<file path="config.mk">
export PLATFORM = sky130hd
export DESIGN_NAME = ifu_icache_flat
export DESIGN_NICKNAME = d
export VERILOG_FILES = /design/src/rtl/ifu_pkg.sv /design/src/rtl/ifu_icache_if.sv /design/src/rtl/ifu_icache_tag_cam.sv /design/src/rtl/ifu_icache.sv /design/src/flat_wrapper.sv
export SDC_FILE = /design/constraint.sdc
export NUM_CORES = 2
export LEC_CHECK = 0
export BUFFER_PORTS_ARGS = -buffer_cell sky130_fd_sc_hd__buf_2
export CAP_MARGIN = 20
export CORE_UTILIZATION = 50
export DETAILED_ROUTE_END_ITERATION = 8
export GPL_TIMING_DRIVEN = 0
export HOLD_SLACK_MARGIN = 0.08
export PLACE_DENSITY_LB_ADDON = 0.2
export SETUP_SLACK_MARGIN = 0.2
export SLEW_MARGIN = 25
export SYNTH_ARGS = -nofsm -noshare
export SYNTH_HDL_FRONTEND = slang
export SYNTH_SLANG_ARGS = --single-unit
</file>
<file path="constraint.sdc">
create_clock -name Clk -period 11.4 [get_ports Clk]
set_input_delay 1.71 -clock Clk [delete_from_list [all_inputs] [get_ports Clk]]
set_output_delay 1.71 -clock Clk [all_outputs]
set_load 0.01 [all_outputs]
</file>
<file path="src/rtl/ifu_pkg.sv">
// Shared constants, default geometry and FSM state type for the IFU instruction cache.
// Optional hit/miss counters in ifu_icache are enabled by defining IFU_ICACHE_STATS_EN.
package ifu_pkg;

    localparam logic HIT   = 1'b1;
    localparam logic MISS  = 1'b0;
    localparam logic VALID = 1'b1;

    localparam int NUM_LINES_D   = 16;
    localparam int LINE_WIDTH_D  = 128;
    localparam int ADDR_WIDTH_D  = 32;
    localparam int INSTR_WIDTH_D = 32;

    typedef enum logic [1:0] {
        S_IDLE,
        S_MISS_REQ,
        S_MISS_WAIT,
        S_FILL
    } icache_state_t;

endpackage

</file>
<file path="src/rtl/ifu_icache_if.sv">
// Fetch-side and fabric-side handshake bundle of the instruction cache.
// The cache uses the slave view; the core/fabric side uses the master view.
interface ifu_icache_if
    import ifu_pkg::*;
#(
    parameter int ADDR_WIDTH  = ADDR_WIDTH_D,
    parameter int INSTR_WIDTH = INSTR_WIDTH_D,
    parameter int LINE_WIDTH  = LINE_WIDTH_D
);

    logic                   core_req_valid;
    logic [ADDR_WIDTH-1:0]  core_req_addr;
    logic                   core_req_ready;
    logic                   core_rsp_valid;
    logic [INSTR_WIDTH-1:0] core_rsp_instr;
    logic                   mem_req_valid;
    logic [ADDR_WIDTH-1:0]  mem_req_addr;
    logic                   mem_req_ready;
    logic                   mem_rsp_valid;
    logic [LINE_WIDTH-1:0]  mem_rsp_data;

    modport slave (
        input  core_req_valid, core_req_addr,
        output core_req_ready, core_rsp_valid, core_rsp_instr,
        output mem_req_valid, mem_req_addr,
        input  mem_req_ready, mem_rsp_valid, mem_rsp_data
    );

    modport master (
        output core_req_valid, core_req_addr,
        input  core_req_ready, core_rsp_valid, core_rsp_instr,
        input  mem_req_valid, mem_req_addr,
        output mem_req_ready, mem_rsp_valid, mem_rsp_data
    );

endinterface

</file>
<file path="src/rtl/ifu_icache_tag_cam.sv">
// Fully-associative tag compare: hit lookup plus lowest-index free line search.
module ifu_icache_tag_cam #(
    parameter int NUM_LINES = 16,
    parameter int TAG_WIDTH = 28,
    parameter int P_BITS    = $clog2(NUM_LINES)
) (
    input  logic [NUM_LINES-1:0][TAG_WIDTH-1:0] tags,
    input  logic [NUM_LINES-1:0]                valid,
    input  logic [TAG_WIDTH-1:0]                tag,
    output logic                                hit,
    output logic [P_BITS-1:0]                   hit_idx,
    output logic [P_BITS-1:0]                   first_invalid_idx,
    output logic                                any_invalid
);

    // Walk downwards so the lowest matching / free index wins.
    always_comb begin
        hit               = 1'b0;
        hit_idx           = '0;
        first_invalid_idx = '0;
        any_invalid       = 1'b0;
        for (int i = NUM_LINES - 1; i >= 0; i--) begin
            if (valid[i] && tags[i] == tag) begin
                hit     = 1'b1;
                hit_idx = P_BITS'(i);
            end
            if (!valid[i]) begin
                any_invalid       = 1'b1;
                first_invalid_idx = P_BITS'(i);
            end
        end
    end

endmodule

</file>
<file path="src/rtl/ifu_icache.sv">
// Fully-associative IFU instruction cache with miss/fill FSM, round-robin victim and flush.
// Define IFU_ICACHE_STATS_EN to add saturating hit_cnt/miss_cnt ports.
module ifu_icache
    import ifu_pkg::*;
#(
    parameter int NUM_LINES   = NUM_LINES_D,
    parameter int LINE_WIDTH  = LINE_WIDTH_D,
    parameter int ADDR_WIDTH  = ADDR_WIDTH_D,
    parameter int INSTR_WIDTH = INSTR_WIDTH_D
) (
    input  logic        Clk,
    input  logic        Rst,
    input  logic        flush,
    ifu_icache_if.slave bus
`ifdef IFU_ICACHE_STATS_EN
    ,
    output logic [31:0] hit_cnt,
    output logic [31:0] miss_cnt
`endif
);

    localparam int OFFSET_WIDTH = $clog2(LINE_WIDTH / 8);
    localparam int TAG_WIDTH    = ADDR_WIDTH - OFFSET_WIDTH;
    localparam int P_BITS       = $clog2(NUM_LINES);
    localparam int WORDS        = LINE_WIDTH / INSTR_WIDTH;
    localparam int WSEL_LSB     = $clog2(INSTR_WIDTH / 8);
    localparam int WSEL_W       = OFFSET_WIDTH - WSEL_LSB;

    typedef logic [NUM_LINES-1:0][TAG_WIDTH-1:0] tag_arr_t;
    typedef logic [WORDS-1:0][INSTR_WIDTH-1:0]   line_t;
    typedef line_t                               data_arr_t [NUM_LINES];

    icache_state_t state_q, state_d;

    logic [NUM_LINES-1:0] valid_q;
    tag_arr_t             tags_q;
    data_arr_t            data_q;
    logic [P_BITS-1:0]    rr_q;
    logic [TAG_WIDTH-1:0] miss_tag_q;
    logic [WSEL_W-1:0]    miss_wsel_q;
    logic                 drop_q;
    logic                 rsp_valid_q;
    logic [INSTR_WIDTH-1:0] rsp_instr_q;

    logic [TAG_WIDTH-1:0] req_tag;
    logic [WSEL_W-1:0]    req_wsel;
    logic                 addr_unused;
    logic                 hit;
    logic [P_BITS-1:0]    hit_idx;
    logic [P_BITS-1:0]    free_idx;
    logic                 any_invalid;
    logic [P_BITS-1:0]    victim;
    line_t                line_in;
    logic                 accept;
    logic                 fill;
    logic                 alloc;
    logic                 in_miss;

    assign req_tag     = bus.core_req_addr[ADDR_WIDTH-1:OFFSET_WIDTH];
    assign req_wsel    = bus.core_req_addr[OFFSET_WIDTH-1:WSEL_LSB];
    assign addr_unused = ^bus.core_req_addr[WSEL_LSB-1:0];
    assign line_in     = bus.mem_rsp_data;

    ifu_icache_tag_cam #(
        .NUM_LINES (NUM_LINES),
        .TAG_WIDTH (TAG_WIDTH),
        .P_BITS    (P_BITS)
    ) u_cam (
        .tags              (tags_q),
        .valid             (valid_q),
        .tag               (req_tag),
        .hit               (hit),
        .hit_idx           (hit_idx),
        .first_invalid_idx (free_idx),
        .any_invalid       (any_invalid)
    );

    assign bus.core_req_ready = (state_q == S_IDLE) & ~flush & ~Rst;
    assign bus.core_rsp_valid = rsp_valid_q;
    assign bus.core_rsp_instr = rsp_instr_q;
    assign bus.mem_req_valid  = (state_q == S_MISS_REQ);
    assign bus.mem_req_addr   = bus.mem_req_valid
                              ? {miss_tag_q, {OFFSET_WIDTH{1'b0}}}
                              : '0;

    assign accept  = bus.core_req_valid & bus.core_req_ready;
    assign in_miss = (state_q == S_MISS_REQ) | (state_q == S_MISS_WAIT);
    assign fill    = (state_q == S_MISS_WAIT) & bus.mem_rsp_valid;
    // A flush landing on the fill edge must also suppress allocation.
    assign alloc   = fill & ~drop_q & ~flush;
    assign victim  = any_invalid ? free_idx : rr_q;

    always_comb begin
        state_d = state_q;
        unique case (state_q)
            S_IDLE:      if (accept && hit == MISS) state_d = S_MISS_REQ;
            S_MISS_REQ:  if (bus.mem_req_ready) state_d = S_MISS_WAIT;
            S_MISS_WAIT: if (bus.mem_rsp_valid) state_d = S_FILL;
            S_FILL:      state_d = S_IDLE;
            default:     state_d = S_IDLE;
        endcase
    end

    always_ff @(posedge Clk) begin
        if (Rst) begin
            state_q     <= S_IDLE;
            valid_q     <= '0;
            rr_q        <= '0;
            miss_tag_q  <= '0;
            miss_wsel_q <= '0;
            drop_q      <= 1'b0;
            rsp_valid_q <= 1'b0;
            rsp_instr_q <= '0;
        end else begin
            state_q     <= state_d;
            rsp_valid_q <= 1'b0;
            if (accept) begin
                miss_tag_q  <= req_tag;
                miss_wsel_q <= req_wsel;
                if (hit == HIT) begin
                    rsp_valid_q <= 1'b1;
                    rsp_instr_q <= data_q[hit_idx][req_wsel];
                end
            end
            if (fill) begin
                rsp_valid_q <= 1'b1;
                rsp_instr_q <= line_in[miss_wsel_q];
            end
            if (alloc) begin
                valid_q[victim] <= VALID;
                if (!any_invalid) rr_q <= rr_q + 1'b1;
            end
            if (flush && in_miss) drop_q <= 1'b1;
            else if (state_q == S_FILL) drop_q <= 1'b0;
            if (flush) valid_q <= '0;
        end
    end

    always_ff @(posedge Clk) begin
        if (alloc) begin
            tags_q[victim] <= miss_tag_q;
            data_q[victim] <= line_in;
        end
    end

`ifdef IFU_ICACHE_STATS_EN
    always_ff @(posedge Clk) begin
        if (Rst) begin
            hit_cnt  <= '0;
            miss_cnt <= '0;
        end else if (accept) begin
            if (hit == HIT && hit_cnt != '1) hit_cnt <= hit_cnt + 1'b1;
            if (hit == MISS && miss_cnt != '1) miss_cnt <= miss_cnt + 1'b1;
        end
    end
`endif

endmodule

</file>
<file path="src/flat_wrapper.sv">
// flat-port wrapper written by rule: the top's interface ports become plain ports
module ifu_icache_flat import ifu_pkg::*;
#(
    parameter int NUM_LINES   = NUM_LINES_D,
    parameter int LINE_WIDTH  = LINE_WIDTH_D,
    parameter int ADDR_WIDTH  = ADDR_WIDTH_D,
    parameter int INSTR_WIDTH = INSTR_WIDTH_D
)
  (Clk, Rst, flush, bus_core_req_valid, bus_core_req_addr, bus_core_req_ready, bus_core_rsp_valid, bus_core_rsp_instr, bus_mem_req_valid, bus_mem_req_addr, bus_mem_req_ready, bus_mem_rsp_valid, bus_mem_rsp_data);
  ifu_icache_if #(.ADDR_WIDTH(ADDR_WIDTH), .INSTR_WIDTH(INSTR_WIDTH), .LINE_WIDTH(LINE_WIDTH)) bus_i ();
  input  logic Clk;
  input  logic Rst;
  input  logic flush;
  input wire logic [$bits(bus_i.core_req_valid)-1:0] bus_core_req_valid;
  input wire logic [$bits(bus_i.core_req_addr)-1:0] bus_core_req_addr;
  output wire logic [$bits(bus_i.core_req_ready)-1:0] bus_core_req_ready;
  output wire logic [$bits(bus_i.core_rsp_valid)-1:0] bus_core_rsp_valid;
  output wire logic [$bits(bus_i.core_rsp_instr)-1:0] bus_core_rsp_instr;
  output wire logic [$bits(bus_i.mem_req_valid)-1:0] bus_mem_req_valid;
  output wire logic [$bits(bus_i.mem_req_addr)-1:0] bus_mem_req_addr;
  input wire logic [$bits(bus_i.mem_req_ready)-1:0] bus_mem_req_ready;
  input wire logic [$bits(bus_i.mem_rsp_valid)-1:0] bus_mem_rsp_valid;
  input wire logic [$bits(bus_i.mem_rsp_data)-1:0] bus_mem_rsp_data;
  assign bus_i.core_req_valid = bus_core_req_valid;
  assign bus_i.core_req_addr = bus_core_req_addr;
  assign bus_core_req_ready = bus_i.core_req_ready;
  assign bus_core_rsp_valid = bus_i.core_rsp_valid;
  assign bus_core_rsp_instr = bus_i.core_rsp_instr;
  assign bus_mem_req_valid = bus_i.mem_req_valid;
  assign bus_mem_req_addr = bus_i.mem_req_addr;
  assign bus_i.mem_req_ready = bus_mem_req_ready;
  assign bus_i.mem_rsp_valid = bus_mem_rsp_valid;
  assign bus_i.mem_rsp_data = bus_mem_rsp_data;
  ifu_icache #(.NUM_LINES(NUM_LINES), .LINE_WIDTH(LINE_WIDTH), .ADDR_WIDTH(ADDR_WIDTH), .INSTR_WIDTH(INSTR_WIDTH)) u_core (.Clk(Clk), .Rst(Rst), .flush(flush), .bus(bus_i));
endmodule
</file>
==> impl_metrics.json <==
{
  "outcome": "finished, final reports clean",
  "clk_pin_slew_ns": 0.06,
  "die_h_um": 458.8,
  "regToRegSetupSlack_ns": 3.90,
  "rsz0062_at_grt": "no",
  "drc": 0,
  "clockBufferDepth": 4,
  "die-width_um": 458.8,
  "cts_resized": 0,
  "detail-route-antenna-nets": 0,
  "worstHoldEndpoint": "u_core.bus.core_rsp_instr[15]$_SDFFE_PP0P_",
  "yosysTopAreaCell": "edfxtp_1",
  "grt_pass1_wl_mm": 487.4,
  "slew_viol_final": 0,
  "start_util_pct": 50.33,
  "power_frac_comb_pct": 3.9,
  "synth_enable_flop_cells": 2496,
  "hp-class": "reg -> reg",
  "synth_ff_type": "edfxtp_1",
  "synthesis.area_mm2": 0.1043,
  "antenna_found_initial": 73,
  "path_cells": "buf_2, buf_2, xnor2_1, nand4_1, nor4_1, nand4_1, a2111oi_0, o311ai_1, nand2_1, nand3_1, clkbuf_1, a21oi_1, nor3_1, o31ai_2, a21oi_1, o41ai_1",
  "cts_tree": "built",
  "clock_latency_ns": 0.94,
  "power_mw": 19.96,
  "dp_hpwl_mm": 247.2,
  "worst_setup_path_start_kind": "primary input",
  "dp_slack_ns": 2.279,
  "worst_pin_slew_ns": 1.328,
  "areaGrowthSynthToFinish_pct": 16.71,
  "cp_top_family": "simple AND/OR/NAND/NOR gates",
  "r2r_end": "u_core.bus.core_rsp_instr[8]$_SDFFE_PP0P_",
  "ys_warn_count": 0,
  "setup_viol": 0,
  "nNetsFinal": 7745,
  "postCtsHoldBufs": 0,
  "crit_path_end_kind": "flop",
  "numPortBuffers": 200,
  "seq_power_share_pct": 52.8,
  "synth_cell_types": 79,
  "yosysSeqAreaShare_pct": 73.50,
  "synth_top_area_share_pct": 71.85,
  "layout-drive-gt1-share_pct": 15.34,
  "cts_sinks": 2582,
  "postCtsSetupBuffers": 0,
  "power_leakage_nw": 39.25,
  "grt_pass1_vias": 63853,
  "hp-start": "u_core.bus.core_rsp_instr[15]$_SDFFE_PP0P_",
  "critical_path_class": "in -> reg",
  "cap_violations": 0,
  "fmax_mhz": 113.2,
  "cts_made_buffers": 285,
  "sw_frac_of_total_pct": 21.62,
  "critPathBufInv": 3,
  "fillers": 15666,
  "clkPwrFrac_pct": 43.3,
  "grt_max_degree": 28,
  "routed_via_density": 6.393,
  "dieArea_mm2": 0.2105,
  "powerDensity_mw_per_mm2": 163.9,
  "whs_ns": 0.4817,
  "holdPathStages": 2,
  "p_int_mw": 15.64,
  "avgSynthCellArea_um2": 15.09,
  "relSlewSlack_pct": 10.72,
  "slowest_delay_ns": 0.98,
  "cts_root_buffer": "clkbuf_16",
  "fin_setup_tns_ns": 0,
  "drt_iter0_drc": 10970,
  "period_share_pct": 77.46,
  "rows": 167,
  "peakVddDrop_uv": 175.7,
  "grt_overflow": 0,
  "ys_ff_latch": 2582,
  "post-route-min-period_ns": 8.830,
  "critPathSlowestCell": "nor4_1",
  "drt-wirelength-per-cell_um": 33.69,
  "synth_most_common_cell": "edfxtp_1",
  "cp_data_arrival_time_ns": 9.65,
  "vias": 67680,
  "h-tree-depth": 5,
  "worst_slack_ns": 2.570,
  "cp_data_required_time_ns": 12.22,
  "cp_max_fo": 10,
  "ioPinCount": 233,
  "track_usage_pct": 33.41,
  "p_sw_mw": 4.315,
  "drt_pre_antenna_iters": 6,
  "core-area_mm2": 0.2073,
  "synthTopCellsByCount": "edfxtp_1 (2496), nand2_1 (1085), mux2i_1 (548), a21oi_1 (357), xnor2_1 (321)",
  "async_reset_ff_share_pct": 0,
  "syn_inst": 6915,
  "clock_skew_ns": 0.05350,
  "r2r-start": "u_core.tags_q[367]$_DFFE_PP_",
  "hold_viol": 0,
  "gp_congestion": 0.9427,
  "r2r_cells": 14,
  "drt_wl_total_mm": 356.7,
  "synth_area_leaders": "edfxtp_1 (72%), mux2i_1 (5.3%), nand2_1 (3.9%)"
}
==> power by group through the flow <==
| stage | Clock (mW) | Sequential [mW] | Combinational (mW) |
|---|---|---|---|
| 3_5_place_dp | 0 | 10.7 | 0.742 |
| 5_1_grt | 9.05 | 10.5 | 0.791 |
| 4_1_cts | 8.66 | 10.5 | 0.746 |
| 3_3_place_gp | 0 | 10.8 | 0.692 |
| 6_report | 8.65 | 10.5 | 0.770 |
| 2_1_floorplan | 0 | 10.7 | 0.316 |
==> flip-flops by register name (all words and copies together) (netlist names) <==
| signal | cells |
|---|---|
| u_core.bus.core_rsp_instr | 32 |
| u_core.miss_tag_q | 28 |
| u_core.data_q | 2048 |
| u_core.drop_q | 1 |
| u_core.tags_q | 448 |
| u_core.state_q | 2 |
| u_core.miss_wsel_q | 2 |
| u_core.valid_q | 16 |
| u_core.rr_q | 4 |
| u_core.bus.core_rsp_valid | 1 |
==> cell type report <==
| type | instances | area (um^2) | area share (%) |
|---|---|---|---|
| diodes | 28 | 70.07 | 0.05755 |
| plain buffers | 381 | 2136 | 1.754 |
| clock buffers | 373 | 7722 | 6.343 |
| clock inverters | 111 | 790.8 | 0.6495 |
| inverters | 21 | 78.83 | 0.06475 |
| multi-input cells | 3934 | 25720 | 21.13 |
| flip-flops and latches | 2582 | 76710 | 63.01 |
| well taps | 2788 | 3488 | 2.865 |
| repair buffers | 368 | 5027 | 4.129 |
==> per-stage QoR <==
stage	util (%)	instance area (um^2)	std cells
floorplan	-	104300	6918
global placement	52.50	108800	9906
detailed placement	54.57	113100	10073
CTS	58.68	121600	10557
global route	58.72	121700	10570
finish	58.74	121700	10586
==> cell families (layout without fill, tap and decap cells) <==
logic type / after synthesis / after routing / share of synthesized area (%)
AO/OA/AOI/OAI: 1025 / 1025 / 6.003
XOR/XNOR: 441 / 441 / 3.724
adder cells (fa/ha/maj): 6 / 6 / 0.07196
buffers and inverters: 402 / 1254 / 2.104
flip-flops: 2582 / 2582 / 73.50
multiplexers: 644 / 644 / 6.640
other: 1 / 32 / 0.003595
AND/OR/NAND/NOR: 1814 / 1814 / 7.954
==> how the worst max path moves through the flow <==
stage                                      from                                    endpoint  slack, ns  cells past startpoint
after floorplan               bus_mem_rsp_valid              u_core.data_q[13][0]$_DFFE_PP_       1.86                      5
after global placement        bus_mem_rsp_valid              u_core.data_q[8][55]$_DFFE_PP_      -6.20                      6
after detailed placement  bus_core_req_addr[25]   u_core.bus.core_rsp_instr[6]$_SDFFE_PP0P_       2.28                     16
after CTS                 bus_core_req_addr[25]   u_core.bus.core_rsp_instr[8]$_SDFFE_PP0P_       3.24                     16
after global routing       bus_core_req_addr[4]  u_core.bus.core_rsp_instr[11]$_SDFFE_PP0P_       2.71                     17
final                     bus_core_req_addr[25]   u_core.bus.core_rsp_instr[8]$_SDFFE_PP0P_       2.57                     16
==> layout by cell type, fill, tap and decap left out, types with 63 or more instances in the layout <==
cell type,n
a21oi_1,357
buf_16,100
buf_2,338
buf_4,63
clkbuf_1,192
clkbuf_16,293
edfxtp_1,2496
mux2_2,64
mux2i_1,548
nand2_1,1085
nand3_1,67
nand4_1,156
nor3_1,139
nor4_1,68
o21ai_0,195
o22ai_1,197
xnor2_1,321
xor2_1,117
==> layer usage <==
metal / global-route usage (%) / routed length, um / vias up
met5: 0 / 287 / -
met4: 19.38 / 24670 / 48
met3: 8.326 / 44230 / 1053
met2: 49.93 / 156000 / 4851
met1: 44.53 / 131500 / 34004
li1: - / - / 27724
==> worst reg2reg max path, cell delays in order, from the launching register on <==
cell       delay, ns
edfxtp_1        0.39
xnor2_1         0.26
nand4_1         0.13
nor4_1          1.02
nand4_1         0.67
a2111oi_0       0.60
o311ai_1        0.31
nand2_1         0.86
nand3_1         0.75
clkbuf_1        0.49
a21oi_1         0.25
nor3_1          0.09
o31ai_2         0.76
a21oi_1         0.45
o41ai_1         0.35
No activity file was read; power rests on OpenSTA's default activity.
